===== src/rtl/multicore_normalizer.sv =====
// rtl/multicore_normalizer.sv - L1-normalizes N_CORE psum vectors into a sign/fraction element stream
module multicore_normalizer #(
  parameter int N_CORE  = 2,
  parameter int COL     = 8,
  parameter int BW_PSUM = 11,
  parameter int W_OUT   = 11,
  localparam int NE     = N_CORE * COL,
  localparam int IW     = (NE > 1) ? $clog2(NE) : 1
) (
  input  logic                         clk,
  input  logic                         reset,
  input  logic [N_CORE*COL*BW_PSUM-1:0] psum,
  input  logic [N_CORE-1:0]            s_valid,
  output logic [N_CORE-1:0]            s_ready,
  output logic [W_OUT-1:0]             psum_norm,
  output logic                         norm_sign,
  output logic [IW-1:0]                norm_idx,
  output logic                         norm_valid,
  output logic                         norm_last,
  input  logic                         norm_ready,
  output logic                         busy
);

  localparam int SW = BW_PSUM + IW;
  localparam int CW = $clog2(W_OUT + 1);

  typedef enum logic [1:0] {COLLECT, DIV, OUT} state_t;

  state_t                    state;
  logic [N_CORE-1:0]         captured;
  logic [N_CORE-1:0]         cap;
  logic [SW-1:0]             sum;
  logic [SW-1:0]             add_sum;
  logic [NE*BW_PSUM-1:0]     vec_q;
  logic [IW-1:0]             idx;
  logic [CW-1:0]             cnt;
  logic [SW-1:0]             rem;
  logic [W_OUT-1:0]          q_reg;
  logic [BW_PSUM-1:0]        cur_x;
  logic [BW_PSUM-1:0]        cur_mag;
  logic [SW:0]               trial;
  logic [SW-1:0]             diff;
  logic                      q_bit;

  // Magnitude as an unsigned value; the most negative input maps onto 2^(BW_PSUM-1) exactly.
  function automatic logic [BW_PSUM-1:0] abs_val(input logic [BW_PSUM-1:0] x);
    return x[BW_PSUM-1] ? ((~x) + BW_PSUM'(1)) : x;
  endfunction

  assign s_ready = (state == COLLECT && !reset) ? ~captured : '0;
  assign cap     = s_valid & s_ready;
  assign busy    = (state != COLLECT);

  // L1 contribution of every core captured on this edge.
  always_comb begin
    add_sum = '0;
    for (int k = 0; k < N_CORE; k++) begin
      if (cap[k]) begin
        for (int j = 0; j < COL; j++) begin
          add_sum = add_sum + SW'(abs_val(psum[(k*COL+j)*BW_PSUM +: BW_PSUM]));
        end
      end
    end
  end

  // One restoring-division step: the first step uses |x| directly (integer bit), later steps the shifted remainder.
  always_comb begin
    cur_x   = vec_q[idx*BW_PSUM +: BW_PSUM];
    cur_mag = abs_val(cur_x);
    trial   = (cnt == '0) ? (SW+1)'(cur_mag) : {rem, 1'b0};
    q_bit   = (trial >= {1'b0, sum});
    diff    = trial[SW-1:0] - sum;
  end

  // Collect / divide / output sequencer with registered stream outputs.
  always_ff @(posedge clk) begin
    if (reset) begin
      state      <= COLLECT;
      captured   <= '0;
      sum        <= '0;
      idx        <= '0;
      cnt        <= '0;
      rem        <= '0;
      q_reg      <= '0;
      psum_norm  <= '0;
      norm_sign  <= 1'b0;
      norm_idx   <= '0;
      norm_valid <= 1'b0;
      norm_last  <= 1'b0;
    end else begin
      case (state)
        COLLECT: begin
          for (int k = 0; k < N_CORE; k++) begin
            if (cap[k]) vec_q[k*COL*BW_PSUM +: COL*BW_PSUM] <= psum[k*COL*BW_PSUM +: COL*BW_PSUM];
          end
          captured <= captured | cap;
          sum      <= sum + add_sum;
          if (&(captured | cap)) begin
            state <= DIV;
            idx   <= '0;
            cnt   <= '0;
          end
        end
        DIV: begin
          if (sum == '0) begin
            psum_norm  <= '0;
            norm_sign  <= 1'b0;
            norm_idx   <= idx;
            norm_last  <= (idx == IW'(NE - 1));
            norm_valid <= 1'b1;
            state      <= OUT;
          end else begin
            rem   <= q_bit ? diff : trial[SW-1:0];
            q_reg <= {q_reg[W_OUT-2:0], q_bit};
            cnt   <= cnt + CW'(1);
            if (cnt == CW'(W_OUT)) begin
              // q_reg[W_OUT-1] now holds the integer bit, set only when |x| == S.
              psum_norm  <= q_reg[W_OUT-1] ? '1 : {q_reg[W_OUT-2:0], q_bit};
              norm_sign  <= cur_x[BW_PSUM-1];
              norm_idx   <= idx;
              norm_last  <= (idx == IW'(NE - 1));
              norm_valid <= 1'b1;
              state      <= OUT;
            end
          end
        end
        OUT: begin
          if (norm_ready) begin
            norm_valid <= 1'b0;
            if (norm_last) begin
              state    <= COLLECT;
              captured <= '0;
              sum      <= '0;
            end else begin
              idx   <= idx + IW'(1);
              cnt   <= '0;
              state <= DIV;
            end
          end
        end
        default: state <= COLLECT;
      endcase
    end
  end

endmodule


===== config.mk =====
export PLATFORM = sky130hd
export DESIGN_NAME = multicore_normalizer
export DESIGN_NICKNAME = d
export VERILOG_FILES = /design/src/rtl/multicore_normalizer.sv
export SDC_FILE = /design/constraint.sdc
export NUM_CORES = 1
export LEC_CHECK = 0
export CAP_MARGIN = 25
export CORE_ASPECT_RATIO = 1.5
export CORE_UTILIZATION = 58
export CTS_CLUSTER_SIZE = 12
export DETAILED_ROUTE_END_ITERATION = 16
export PLACE_DENSITY = 0.82
export SLEW_MARGIN = 20
export SYNTH_ARGS = -nofsm -noshare
export SYNTH_HDL_FRONTEND = slang
export SYNTH_SLANG_ARGS = --single-unit

===== constraint.sdc =====
create_clock -name clk -period 13.7 [get_ports clk]
set_clock_uncertainty 0.05 [all_clocks]
set_input_delay 2.74 -clock clk [delete_from_list [all_inputs] [get_ports clk]]
set_output_delay 2.74 -clock clk [all_outputs]
set_load 0.03 [all_outputs]

Yosys cells after proc, flatten, opt, wreduce, memory -nomap -nowiden
Cells that the tools add are included.

Word-level logic and storage cells: 160. Flip-flop bits (word level): 247.

Add/sub/neg operators: 36. Mux-type cells: 55. Eq/ne operators: 10. Bitwise operators: 22. Reduce and logical (&&, ||, !) cells: 20. Multiply operators: 1. Magnitude comparators: 1. Shift-type cells: 1.

Operator list (count): $mux W11 (20); $add A11 B1 Y11 const B (17); $not A11 Y11 (17); $shiftx A176 B9 Y11 (1); $add A15 B11 Y15 (11); $mux W15 (5); $mux W4 (8); $pmux W15 S2 (1); $ge A16 B15 Y1 (1); $mux W16 (1); $add A14 B11 Y15 (1); $add A15 B15 Y15 (1); $logic_not A15 Y1 (1); $reduce_and A3 Y1 (5); $sub A15 B15 Y15 (1); $add A13 B11 Y14 (1); $mux W2 (7); $add A12 B11 Y13 (1); $add A11 B11 Y12 (1); $pmux W4 S3 (1); $add A4 B1 Y4 const B (2); $eq A4 B4 Y1 const B (2); $mul A4 B4 Y8 const B (1); $mux W1 (8); other kinds (22) (31).

Depth between registers and ports, before layout
Depth after elaboration: 22. Gate-level depth with buffers: 43.

Least setup slack after synthesis
Ideal clock, no wire load.

Kind: input port to flip-flop. From: input psum[13]. To: register sum[14]. Arrival: 11.775 ns. Cell stages on the path: 36. Setup slack: 1.800 ns. Path buffers: 0. Path through: or3_1 -> nand2_1 -> xnor2_1 -> fa_1 -> fa_1 -> fa_1 -> inv_1 -> fa_1 -> inv_1 -> ha_1 -> a21o_1 -> a21oi_1 -> o21ai_0 -> a21oi_1 -> xor2_1 -> nor2_1 -> fa_1 -> inv_1 -> fa_1 -> fa_1 -> fa_1 -> inv_1 -> ha_1 -> or3_1 -> o21ai_0 -> nor2_1 -> xnor2_1 -> mux2_2 -> ha_1 -> a21o_1 -> a21oi_1 -> o21ai_0 -> o31ai_1 -> xor2_1 -> or3_1 -> a31oi_1.

Longest elaborated chain between the ends: 22.

Ends and longest elaborated chain: start, declared (RTL line 12) `input logic [N_CORE*COL*BW_PSUM-1:0] psum,`; $not A11 Y11 (RTL line 47) `return x[BW_PSUM-1] ? ((~x) + BW_PSUM'(1)) : x;`; $add A11 B1 Y11 (RTL line 47); $mux W11 (*) (RTL line 47); $add A11 B11 Y12 (*) (RTL line 60) `add_sum = add_sum + SW'(abs_val(psum[(k*COL+j)*BW_PSUM +: BW_PSUM]));`; $add A12 B11 Y13 (*) (RTL line 60); $add A13 B11 Y14 (*) (RTL line 60); $add A14 B11 Y15 (*) (RTL line 60); $add A15 B11 Y15 (*) (3 in series) (RTL line 60); $mux W15 (*) (RTL line 58) `if (cap[k]) begin`; $add A15 B11 Y15 (8 in series) (RTL line 60); $mux W15 (*) (RTL line 58); $add A15 B15 Y15 (*) (RTL line 97) `sum <= sum + add_sum;`; $pmux W15 S2 (*) (RTL line 91) `case (state)`; end signal, assigned (RTL line 97); end, declared (RTL line 32) `logic [SW-1:0] sum;`.

Mark *: on every way between the ends. The rest lies on a longest branch, timed or not. A chain may end at the register's enable or synchronous reset.

Worst setup path after layout
From: input psum[55]. To: register sum[14].

Longest elaborated chain between the ends: 18.

Ends and longest elaborated chain (RTL line): $not A11 Y11 (47); $add A11 B1 Y11 (47); $mux W11 (*) (47); $add A15 B11 Y15 (*) (3 in series) (60); $mux W15 (*) (58); $add A15 B11 Y15 (8 in series) (60); $mux W15 (*) (58); $add A15 B15 Y15 (*) (97); $pmux W15 S2 (*) (91).

Marked as above.

==> flow_summary.toml <==
[run_status]
status = "finished clean"

[cts]
cts_tree = "built"
post_cts_buffers = 0
clockRootBuffer = "clkbuf_16"
cts_buffers = 27
path_clk_slew_ns = 0.06
cts_resized = 0
cts.sinks = 247
clk-insertion-delay-late_ns = 0.58
cts_buffer_depth = 3
cts_hold_buf = 0
htreeDepth = 1

[finish]
stdcell_count = 2427
reg.largest.list = "vec_q (176), rem (15), sum (15)"
area_delta_synth_final_pct = 17.4
regMostFlops = "vec_q"
final_core_util = 0.696
largest_register_ffs = 176
nNetsFinal = 2400
drive_gt1_frac = 0.0591

[sta]
post-route-period-util = 0.943
clock.fmax_mhz = 77.4
timing.hold.ws_ns = 0.402
min_period_ns = 12.92
finalSetupTns_ns = 0
finalWorstSetupSlack_ns = 0.781
relSlewSlack = 0.270
setup_viol = 0
grt_setup_unrepaired = "false"
hold_violations = 0
drv_slew = 0
worstMarginPinSlew_ns = 1.10

[floorplan]
start_util = 0.593
dieHeight_microns = 223
die_w_microns = 150
dieArea_sq_um = 33400
num_io_pins = 202
rows = 80
coreArea_sq_um = 31900

[route]
drt_iter0_markers = 1112
final_antenna_net_count = 0
drc_errors = 0
totalWireLength_microns = 59700
avgViaCountPerCell = 6.28
vias = 15200
avgRoutedWirePerCell_microns = 24.6
firstDrtPassIters = 6

[yosys]
netlist_instances = 1811
yosys_register_bits = 247
postSynthNetCount = 2218
yosys_warnings = 0
synth_cell_types = 79
synth-edff-count = 176
async_reset_ff_frac = 0
synthFlopType = "edfxtp_1"
syn_area_sq_um = 18900
yosysSeqAreaShare = 0.354
syn_area_per_cell_sq_um = 10.5

[global_route]
overflow = 0
grt_pass1_wl_microns = 89000
grt_pass1_vias = 15900
grt_max_degree = 81
antenna_found_initial = 4
grt_use_total = 0.365

[worst_setup_path]
slowest_stage = "fa_1"
cp.arrival_ns = 13.37
crit_type = "input pin to register"
endpoint_kind = "register"
slowest_delay_ns = 0.57
path_common_cell = "fa_1"
worstPathRequired_ns = 14.15
cp-start-kind = "input pin"
crit_fanout = 4

[placement]
gp_congestion = 0.972
port-buffer-count = 201
place_ws_ns = 0.193
place.detailed.hpwl_microns = 47300
dp.cells = 2373

[pwr]
intPower_mw = 3.30
seqPwrFrac = 0.149
comb_power_share = 0.730
p_sw_mw = 2.97
power_density_nw_per_um2 = 282
ir_drop_uv = 312
p_clk_frac = 0.120
switching_share = 0.474
p_leak_nw = 8.63

[run]
max_cap_viol_count = 0

[hold_path]
min_path_type = "register to register"
worst max-delay path: cells and delay by family:
family / cells / cell delay [ns]
and+or+nand+nor: 10 / 1.89
xor gates and xnor gates: 4 / 0.59
adders and majority gates: 12 / 5.22
muxes: 1 / 0.27
AOI/OAI and AO/OA: 8 / 1.78
buffers and inverters: 7 / 0.87
final cells by class:
type / instances / area (sq um)
antenna: 3 / 7.51
clock buffer: 40 / 754
clock inverter: 10 / 140
fill: 2448 / 9690
inverter: 218 / 820
multi-input combinational: 1281 / 11100
sequential: 247 / 6710
tap: 410 / 513
timing repair buffer: 218 / 2160
logic make-up (layout without fill, tap and decap cells):
family,Yosys count,after routing,share of synthesized area
AND/OR/NAND/NOR,454,454,0.119
AO/OA/AOI/OAI,346,346,0.119
buffers and inverters,283,486,0.0584
flip-flops,247,247,0.354
adder cells (fa/ha/maj),226,226,0.206
XOR/XNOR,173,173,0.0800
multiplexers,82,82,0.0630
other,0,3,0
metal layers:
metal	track usage	vias to the layer above	part of all wire
li1	-	6726	-
met2	0.652	814	0.52
met4	0.281	4	0.086
met5	0	-	0.00045
met1	0.363	7442	0.31
met3	0.0763	252	0.078
final timing paths:
check	start	cells past startpoint	end	slack, ns
worst min-delay path	psum_norm[9]	2	psum_norm[9]	0.40
worst min register to register	psum_norm[9]	2	psum_norm[9]	0.40
worst max-delay path	psum[55]	42	sum[14]	0.78
worst max register to register	state[0]	28	sum[14]	4.84
power by group through the flow:
stage | combinational [mW] | clock [mW] | sequential [mW]
floorplan | 3.40 | 0 | 0.938
global route | 5.10 | 0.786 | 0.943
finish | 4.58 | 0.754 | 0.937
detailed placement | 4.50 | 0 | 0.951
CTS | 4.55 | 0.759 | 0.935
global placement | 4.31 | 0 | 0.947
layout by cell type (no fill, tap or decap), types with 35 or more instances in the layout:
cell and count:
o31ai_1 35, o21ai_0 91, nor2_1 75, mux2i_1 45, edfxtp_1 176, inv_1 214
xnor2_1 102, dfxtp_1 70, clkdlybuf4s50_1 200, ha_1 83, fa_1 143, nand2_1 158
xor2_1 71, a21oi_1 73
synth_stat cells, types with 32 or more instances:
| cell | number | area [sq um] |
|---|---|---|
| inv_1 | 214 | 803 |
| edfxtp_1 | 176 | 5290 |
| nand2_1 | 158 | 593 |
| o31ai_1 | 35 | 263 |
| ha_1 | 83 | 1040 |
| nor2_1 | 75 | 282 |
| xor2_1 | 71 | 622 |
| nand2b_1 | 32 | 200 |
| clkbuf_1 | 48 | 180 |
| mux2i_1 | 45 | 450 |
| a21oi_1 | 73 | 365 |
| dfxtp_1 | 71 | 1420 |
| xnor2_1 | 102 | 893 |
| fa_1 | 143 | 2860 |
| o21ai_0 | 91 | 455 |
metrics by stage:
step	total power, mW	area, sq um
floorplan	4.34	18900
global placement	5.25	21300
CTS	6.24	22200
global route	6.83	22200
finish	6.27	22200
detailed placement	5.45	21300
No activity file was read; power rests on OpenSTA's default activity.
